### src/rtl/cpu_pkg.sv
// Shared encodings for the multicycle controller: opcodes, FSM states, write-back select and instruction classes.
package cpu_pkg;

    localparam logic [6:0] OPC_LOAD   = 7'b0000011;
    localparam logic [6:0] OPC_STORE  = 7'b0100011;
    localparam logic [6:0] OPC_OP     = 7'b0110011;
    localparam logic [6:0] OPC_OPIMM  = 7'b0010011;
    localparam logic [6:0] OPC_BRANCH = 7'b1100011;
    localparam logic [6:0] OPC_JAL    = 7'b1101111;
    localparam logic [6:0] OPC_JALR   = 7'b1100111;
    localparam logic [6:0] OPC_LUI    = 7'b0110111;
    localparam logic [6:0] OPC_AUIPC  = 7'b0010111;

    typedef enum logic [2:0] {
        ST_IDLE   = 3'd0,
        ST_FETCH  = 3'd1,
        ST_DECODE = 3'd2,
        ST_EXEC   = 3'd3,
        ST_MEM    = 3'd4,
        ST_WB     = 3'd5,
        ST_TRAP   = 3'd6
    } state_t;

    localparam logic [1:0] WB_ALU = 2'b00;
    localparam logic [1:0] WB_MEM = 2'b01;
    localparam logic [1:0] WB_PC4 = 2'b10;
    localparam logic [1:0] WB_IMM = 2'b11;

    typedef enum logic [3:0] {
        CL_LOAD,
        CL_STORE,
        CL_OP,
        CL_OPIMM,
        CL_BRANCH,
        CL_JAL,
        CL_JALR,
        CL_LUI,
        CL_AUIPC
    } op_class_t;

    function automatic logic [1:0] wb_sel_for(input op_class_t cls);
        logic [1:0] sel;
        case (cls)
            CL_LOAD:         sel = WB_MEM;
            CL_JAL, CL_JALR: sel = WB_PC4;
            CL_LUI:          sel = WB_IMM;
            default:         sel = WB_ALU;
        endcase
        return sel;
    endfunction

endpackage

### src/rtl/multicycle_ctrl_op_class.sv
// Opcode classifier: maps the 7-bit opcode field to an instruction class plus a legal flag.
module op_class
    import cpu_pkg::*;
(
    input  logic [6:0] opcode,
    output op_class_t  cls,
    output logic       legal
);

    always_comb begin
        cls   = CL_OP;
        legal = 1'b1;
        case (opcode)
            OPC_LOAD:   cls = CL_LOAD;
            OPC_STORE:  cls = CL_STORE;
            OPC_OP:     cls = CL_OP;
            OPC_OPIMM:  cls = CL_OPIMM;
            OPC_BRANCH: cls = CL_BRANCH;
            OPC_JAL:    cls = CL_JAL;
            OPC_JALR:   cls = CL_JALR;
            OPC_LUI:    cls = CL_LUI;
            OPC_AUIPC:  cls = CL_AUIPC;
            default:    legal = 1'b0;
        endcase
    end

endmodule

### src/rtl/multicycle_ctrl.sv
// Multicycle CPU control FSM (IDLE/FETCH/DECODE/EXEC/MEM/WB/TRAP) with combinational strobes.
// Define MULTICYCLE_CTRL_PERF_EN to build the 32-bit retired-instruction counter.
module multicycle_ctrl
    import cpu_pkg::*;
(
    input  logic        clk,
    input  logic        rst_n,
    input  logic        run,
    input  logic [6:0]  opcode,
    input  logic        mem_ready,
    input  logic        branch_taken,
    output logic        mem_req,
    output logic        mem_we,
    output logic        addr_sel,
    output logic        ir_we,
    output logic        pc_we,
    output logic        pc_src,
    output logic        reg_we,
    output logic [1:0]  wb_sel,
    output logic        illegal,
    output logic [2:0]  state,
    output logic [31:0] retired_cnt
);

    state_t    state_q, state_d;
    op_class_t class_q, class_d;
    logic      taken_q, taken_d;
    logic      illegal_q, illegal_d;
    op_class_t dec_class;
    logic      dec_legal;

    op_class u_op_class (
        .opcode (opcode),
        .cls    (dec_class),
        .legal  (dec_legal)
    );

    always_comb begin
        state_d   = state_q;
        class_d   = class_q;
        taken_d   = taken_q;
        illegal_d = illegal_q;
        case (state_q)
            ST_IDLE:   if (run) state_d = ST_FETCH;
            ST_FETCH:  if (mem_ready) state_d = ST_DECODE;
            ST_DECODE: begin
                class_d = dec_class;
                if (dec_legal) begin
                    state_d = ST_EXEC;
                end else begin
                    state_d   = ST_TRAP;
                    illegal_d = 1'b1;
                end
            end
            ST_EXEC: begin
                taken_d = branch_taken;
                state_d = (class_q == CL_LOAD || class_q == CL_STORE) ? ST_MEM : ST_WB;
            end
            ST_MEM:    if (mem_ready) state_d = ST_WB;
            ST_WB:     state_d = run ? ST_FETCH : ST_IDLE;
            ST_TRAP:   state_d = ST_TRAP;
            default:   state_d = ST_IDLE;
        endcase
    end

    always_ff @(posedge clk or negedge rst_n) begin
        if (!rst_n) begin
            state_q   <= ST_IDLE;
            class_q   <= CL_OP;
            taken_q   <= 1'b0;
            illegal_q <= 1'b0;
        end else begin
            state_q   <= state_d;
            class_q   <= class_d;
            taken_q   <= taken_d;
            illegal_q <= illegal_d;
        end
    end

    // Strobes decode straight from the state so an async reset drops mem_req immediately.
    always_comb begin
        mem_req  = 1'b0;
        mem_we   = 1'b0;
        addr_sel = 1'b0;
        ir_we    = 1'b0;
        pc_we    = 1'b0;
        pc_src   = 1'b0;
        reg_we   = 1'b0;
        wb_sel   = WB_ALU;
        case (state_q)
            ST_FETCH: begin
                mem_req = 1'b1;
                ir_we   = mem_ready;
            end
            ST_MEM: begin
                mem_req  = 1'b1;
                addr_sel = 1'b1;
                mem_we   = (class_q == CL_STORE);
            end
            ST_WB: begin
                pc_we  = 1'b1;
                pc_src = (class_q == CL_JAL) || (class_q == CL_JALR) ||
                         (class_q == CL_BRANCH && taken_q);
                reg_we = (class_q != CL_STORE) && (class_q != CL_BRANCH);
                wb_sel = wb_sel_for(class_q);
            end
            default: ;
        endcase
    end

    assign state   = state_q;
    assign illegal = illegal_q;

`ifdef MULTICYCLE_CTRL_PERF_EN
    logic [31:0] retired_q, retired_d;

    always_comb begin
        retired_d = (state_q == ST_WB) ? retired_q + 32'd1 : retired_q;
    end

    always_ff @(posedge clk or negedge rst_n) begin
        if (!rst_n) begin
            retired_q <= 32'd0;
        end else begin
            retired_q <= retired_d;
        end
    end

    assign retired_cnt = retired_q;
`else
    assign retired_cnt = 32'd0;
`endif

endmodule
### config.mk
export PLATFORM = sky130hd
export DESIGN_NAME = multicycle_ctrl
export DESIGN_NICKNAME = d
export VERILOG_FILES = /design/src/rtl/cpu_pkg.sv /design/src/rtl/multicycle_ctrl_op_class.sv /design/src/rtl/multicycle_ctrl.sv
export SDC_FILE = /design/constraint.sdc
export NUM_CORES = 1
export LEC_CHECK = 0
export BUFFER_PORTS_ARGS = -buffer_cell sky130_fd_sc_hd__buf_2
export CORE_MARGIN = 3
export CORE_UTILIZATION = 46
export DETAILED_ROUTE_END_ITERATION = 7
export PLACE_DENSITY = 0.84
export SLEW_MARGIN = 20
export SYNTH_ARGS = -nofsm -noshare
export SYNTH_HDL_FRONTEND = slang
export SYNTH_SLANG_ARGS = --single-unit
### constraint.sdc
create_clock -name clk -period 3.56 [get_ports clk]
set_input_delay 0.178 -clock clk [delete_from_list [all_inputs] [get_ports clk]]
set_output_delay 0.178 -clock clk [all_outputs]
set_load 0.005 [all_outputs]
# Yosys cells after proc, flatten, opt, wreduce, memory -nomap -nowiden
# Cells that the tools add are included.
[totals]
out_inout_bits = 45
register_bits = 9
inputBits = 12
word_cells = 60
[op_classes]
bitwise = 1
muxes = 18
eq_ne = 25
n_reduce_logical = 12
[ops]
columns = ["operator", "n"]
rows = [
  ["one-hot mux 4 bit (8 select lines)", 1],
  ["== test 7 x 6 -> 1 bit (second input constant)", 3],
  ["== test 7 bit (second input constant)", 3],
  ["one-hot mux 3 bit (7 select lines)", 1],
  ["== test 4 x 3 -> 1 bit (second input constant)", 4],
  ["== test 7 x 5 -> 1 bit (second input constant)", 2],
  ["two-way mux 3 bit", 4],
  ["two-way mux 1 bit", 10],
  ["== test 3 bit (second input constant)", 3],
  ["OR reduction 9 bit", 1],
  ["== test 7 x 2 -> 1 bit (second input constant)", 1],
  ["== test 3 x 2 -> 1 bit (second input constant)", 2],
  ["!= test 2 bit (second input constant)", 3],
  ["one-hot mux 2 bit (3 select lines)", 1],
  ["== test 4 x 1 -> 1 bit (second input constant)", 1],
  ["logical NOT 4 bit", 1],
  ["!= test 4 x 1 -> 1 bit (second input constant)", 1],
  ["!= test 4 x 3 -> 1 bit (second input constant)", 1],
  ["OR reduction 2 bit", 2],
  ["== test 3 x 1 -> 1 bit (second input constant)", 1],
  ["logical NOT 3 bit", 1],
  ["logical OR 1 bit", 3],
  ["AND reduction 3 bit", 1],
  ["logical AND 1 bit", 2],
  ["3 further kinds", 3],
]

# Longest topological paths before layout
[logic_depth]
ltp_word = 5
ltp_mapped = 5
ltp_nobuf = 4

# Modules after synthesis
# From an unflattened synthesis, not the netlist that was laid out.
[hier_totals]
hier_cells = 122
area_unflattened_um2 = 1027.2
[by_module_without_submodules]
columns = ["module", "cells_per_inst", "area_per_inst_um2", "n_inst", "seq_area_each_um2"]
rows = [
  ["multicycle_ctrl", 93, 829.5, 1, 226.5],
  ["op_class", 29, 197.7, 1, 0.0],
]

# Least setup slack after synthesis
# Ideal clock, no wire load.
[synth_path]
kind = "register -> register"
start = "register state_q[2], in the netlist state[2]"
end = "register class_q[1]"
setup_time_ns = 0.083
synth_period_minus_slack_ns = 1.349
path_stages_with_launch = 6
arrival_ns = 1.265
path_buffers = 1
required_ns = 3.477
slack_ns = 2.211
cell_sequence = "dfrtp_1 > clkbuf_1 > nand2b_1 > nor2_1 > o2111ai_1 > o32a_1"
[synth_via]
elab_chain_cells = 1
[synth_lines]
columns = ["element", "line", "source"]
rows = [
  ["start: declaration", "multicycle_ctrl.sv:25", "state_t state_q, state_d;"],
  ["start signal: assignment", "multicycle_ctrl.sv:73", "state_q <= state_d;"],
  ["== test 3 x 2 -> 1 bit", "multicycle_ctrl.sv:43", "case (state_q)"],
  ["end signal: assignment", "multicycle_ctrl.sv:74", "class_q <= class_d;"],
  ["end: declaration", "multicycle_ctrl.sv:26", "op_class_t class_q, class_d;"],
]
# Every way passes these cells.
# A chain may end at the register's enable or synchronous reset.

# Worst setup path in the final report
[layout_path]
start = "register state_q[0], in the netlist state[0]"
end = "output port pc_src"
[layout_via]
elab_chain_cells = 2
[layout_lines]
columns = ["element", "line", "source"]
rows = [
  ["== test 3 bit", "multicycle_ctrl.sv:90", "case (state_q)"],
  ["two-way mux 1 bit", "multicycle_ctrl.sv:90", ""],
  ["end: declaration", "multicycle_ctrl.sv:17", "output logic pc_src,"],
]
# Every way passes these cells.

==> flow_summary.toml <==
[run_status]
outcome = "complete, no violations"

[die]
ioPinCount = 57
dieHeight_microns = 51.7
die_x_microns = 51.7
rows = 15
design.die.area_sq_um = 2670
start_util = 0.522
fp.coreArea_sq_um = 1840

[worst_hold_path]
hp-class = "in -> reg"
min_path_cells = 2
hold_end = "taken_q"
worstHoldStart = "branch_taken"

[setup_path]
rr_startpoint = "state[2]"
worstPathCellList = "nand3b_1 -> nor2_1 -> nand2_1 -> a211oi_1 -> buf_2"
r2r_slack_ns = 2.14
cp.required_ns = 3.38
worst-path-buf-inv = 1
crit_path_start_kind = "flop"
r2r_cells = 4
cp_max_fo = 11
critPathSlowestCell = "dfrtp_1"
crit_arrival_ns = 1.53
worstSetupPathType = "reg -> out"
critical_path.top_delay_family = "flip-flops"
r2r_end = "class_q[1]"
endpoint_kind = "output port"
max_stage_delay_ns = 0.54
critPathLaunch = "state[0]"

[global_route]
grt_use_total = 0.125
grt_max_degree = 12
grt_pass1_vias = 592
grt_overflow_total = 0
grt_pass1_wl_mm = 2.59
grt_antenna_before_repair = 0

[timing]
fmax_mhz = 584
clock_skew_ns = 0.00211
post-route-period-util = 0.481
setup_viol = 0
fin_tns_setup_ns = 0
fin_crit_ns = 1.71
drv_slew = 0
rsz0062_at_grt = "false"
finalHoldViolations = 0

[cells_and_area]
synthToLayoutAreaGrowth_pct = 3.26
area.sequential_sq_um = 226
fin_area_sq_um = 991
fillers = 194
antenna_cells = 0
nNetsFinal = 150
multiInputGateArea_sq_um = 562
layout-drive-gt1-share = 0.248

[drt]
wl_per_cell_microns = 10.8
ant_nets = 0
vias = 766
drtIter0Drc = 24
viasPerCell = 4.73
drcViolationCount = 0
drt_wl_total_mm = 1.74
drt_pass1_iterations = 4

[clock_network]
clk_latency_ns = 0.26
htreeDepth = 1
path_clk_slew_ns = 0.06
cts_resized = 0
cts_root_buf = "clkbuf_4"
ctsHoldBuffers = 1
cts_sinks = 9
cts_buffers = 3
cts_tree = "yes"
post-cts-setup-buffer-count = 0
clockBufferDepth = 2

[pwr]
max-vdd-ir-drop_v = 0.000233
power_leakage_uw = 0.000519
power.density_nw_per_um2 = 495

[synth]
yosysTopAreaCellShare = 0.250
synth-xor-area-share = 0.0365
synth_compound_area_frac = 0.211
yosysWarnings = 0
synth_top_family_by_area = "buffers and inverters"
ys_top_cells_by_area = "buf_4 25%, dfrtp_1 21%, nor2_1 3.9%, dfstp_2 2.7%, nor4b_4 2.5%"
synthCells = 115
avgSynthCellArea_sq_um = 8.34
post-synth-top-area-cell = "buf_4"
synthTopCellsByCount = "32 x buf_4, 10 x nor2_1, 8 x dfrtp_1"
yosysUniqueCellTypes = 43
synthMuxAreaShare = 0.0235
synth_fa_ha_area_frac = 0
synth-seq-cells = 9
synthFlopType = "dfrtp_1"
yosys.area_share.simple = 0.189
async_flop_share = 1.00
yosysMostFrequentCell = "buf_4"
synth_area_sq_um = 960
seq_area_frac_synth = 0.236
synth_edf_count = 0

[place]
dp_hpwl_mm = 1.49
place_area_sq_um = 955
place_congestion = 0.797
io_buffers = 24

[flow_run]
cap_violations = 0
[flip-flops by register name (all words and copies together) (netlist names)]
| name | cells |
|---|---|
| illegal | 1 |
| taken_q | 1 |
| state | 3 |
| class_q | 4 |
[metrics by stage]
| stage | instances | hold slack, ns | power (uW) | util | setup WS [ns] |
|---|---|---|---|---|---|
| after floorplan | 146 | -0.118 | 371 | - | 2.21 |
| after global placement | 157 | 0.0344 | 407 | 0.519 | 2.18 |
| after detailed placement | 157 | 0.0354 | 417 | 0.519 | 2.12 |
| after CTS | 162 | 0.166 | 496 | 0.539 | 1.84 |
| after global routing | 162 | 0.157 | 538 | 0.539 | 1.64 |
| final | 162 | 0.170 | 491 | 0.539 | 1.85 |
[kinds of logic after synthesis]
group | count (synthesis)
flops | 9
mux | 2
buf+inv | 42
xor+xnor | 4
other cells | 1
simple gates | 32
compound gates | 25
[cell type report]
| cell class | count | share of cell area |
|---|---|---|
| Timing Repair Buffer | 25 | 0.131 |
| Inverter | 4 | 0.0152 |
| Tap cell | 25 | 0.0316 |
| Multi-Input combinational cell | 95 | 0.567 |
| Sequential cell | 9 | 0.229 |
| Clock buffer | 4 | 0.0265 |
[worst register-to-register path, delay by kind of cell (launching register included)]
kind | cells | cell delay, ns
flip-flops | 1 | 0.47
AO/OA/AOI/OAI | 2 | 0.45
AND/OR/NAND/NOR | 2 | 0.42
[per-layer routing]
| layer | share of wire | vias up | global-route usage |
|---|---|---|---|
| met2 | 0.47 | 41 | 0.191 |
| li1 | - | 381 | - |
| met5 | 0 | - | 0 |
| met3 | 0.10 | 3 | 0.0258 |
| met4 | 0.014 | 0 | 0.0524 |
| met1 | 0.41 | 341 | 0.171 |
[where the power goes]
part	total (uW)	internal [uW]	switching, uW
combinational	216	114	102
sequential	199	138	60.3
clock	76.2	43.0	33.2
total	491	295	196
[layout by cell type, fill, tap and decap left out, drive strengths merged, types with 2 or more instances in the layout]
cell type  count
conb          32
buf           24
nor2          10
dfrtp          8
nand2          6
inv            4
clkbuf         4
a211oi         3
nor3           3
nand2b         3
a21o           3
o21ai          3
xnor2          2
xor2           2
a21oi          2
a22o           2
mux2           2
a32o           2
nor4b          2
[how the worst max path moves through the flow]
| stage | endpoint | slack, ns | cells past startpoint |
|---|---|---|---|
| floorplan | class_q[1] | 2.21 | 5 |
| global placement | class_q[1] | 2.18 | 4 |
| CTS | ir_we | 1.84 | 3 |
| finish | pc_src | 1.85 | 5 |
| detailed placement | ir_we | 2.12 | 3 |
| global route | pc_src | 1.64 | 5 |
Power figures use the tool's default switching activity.
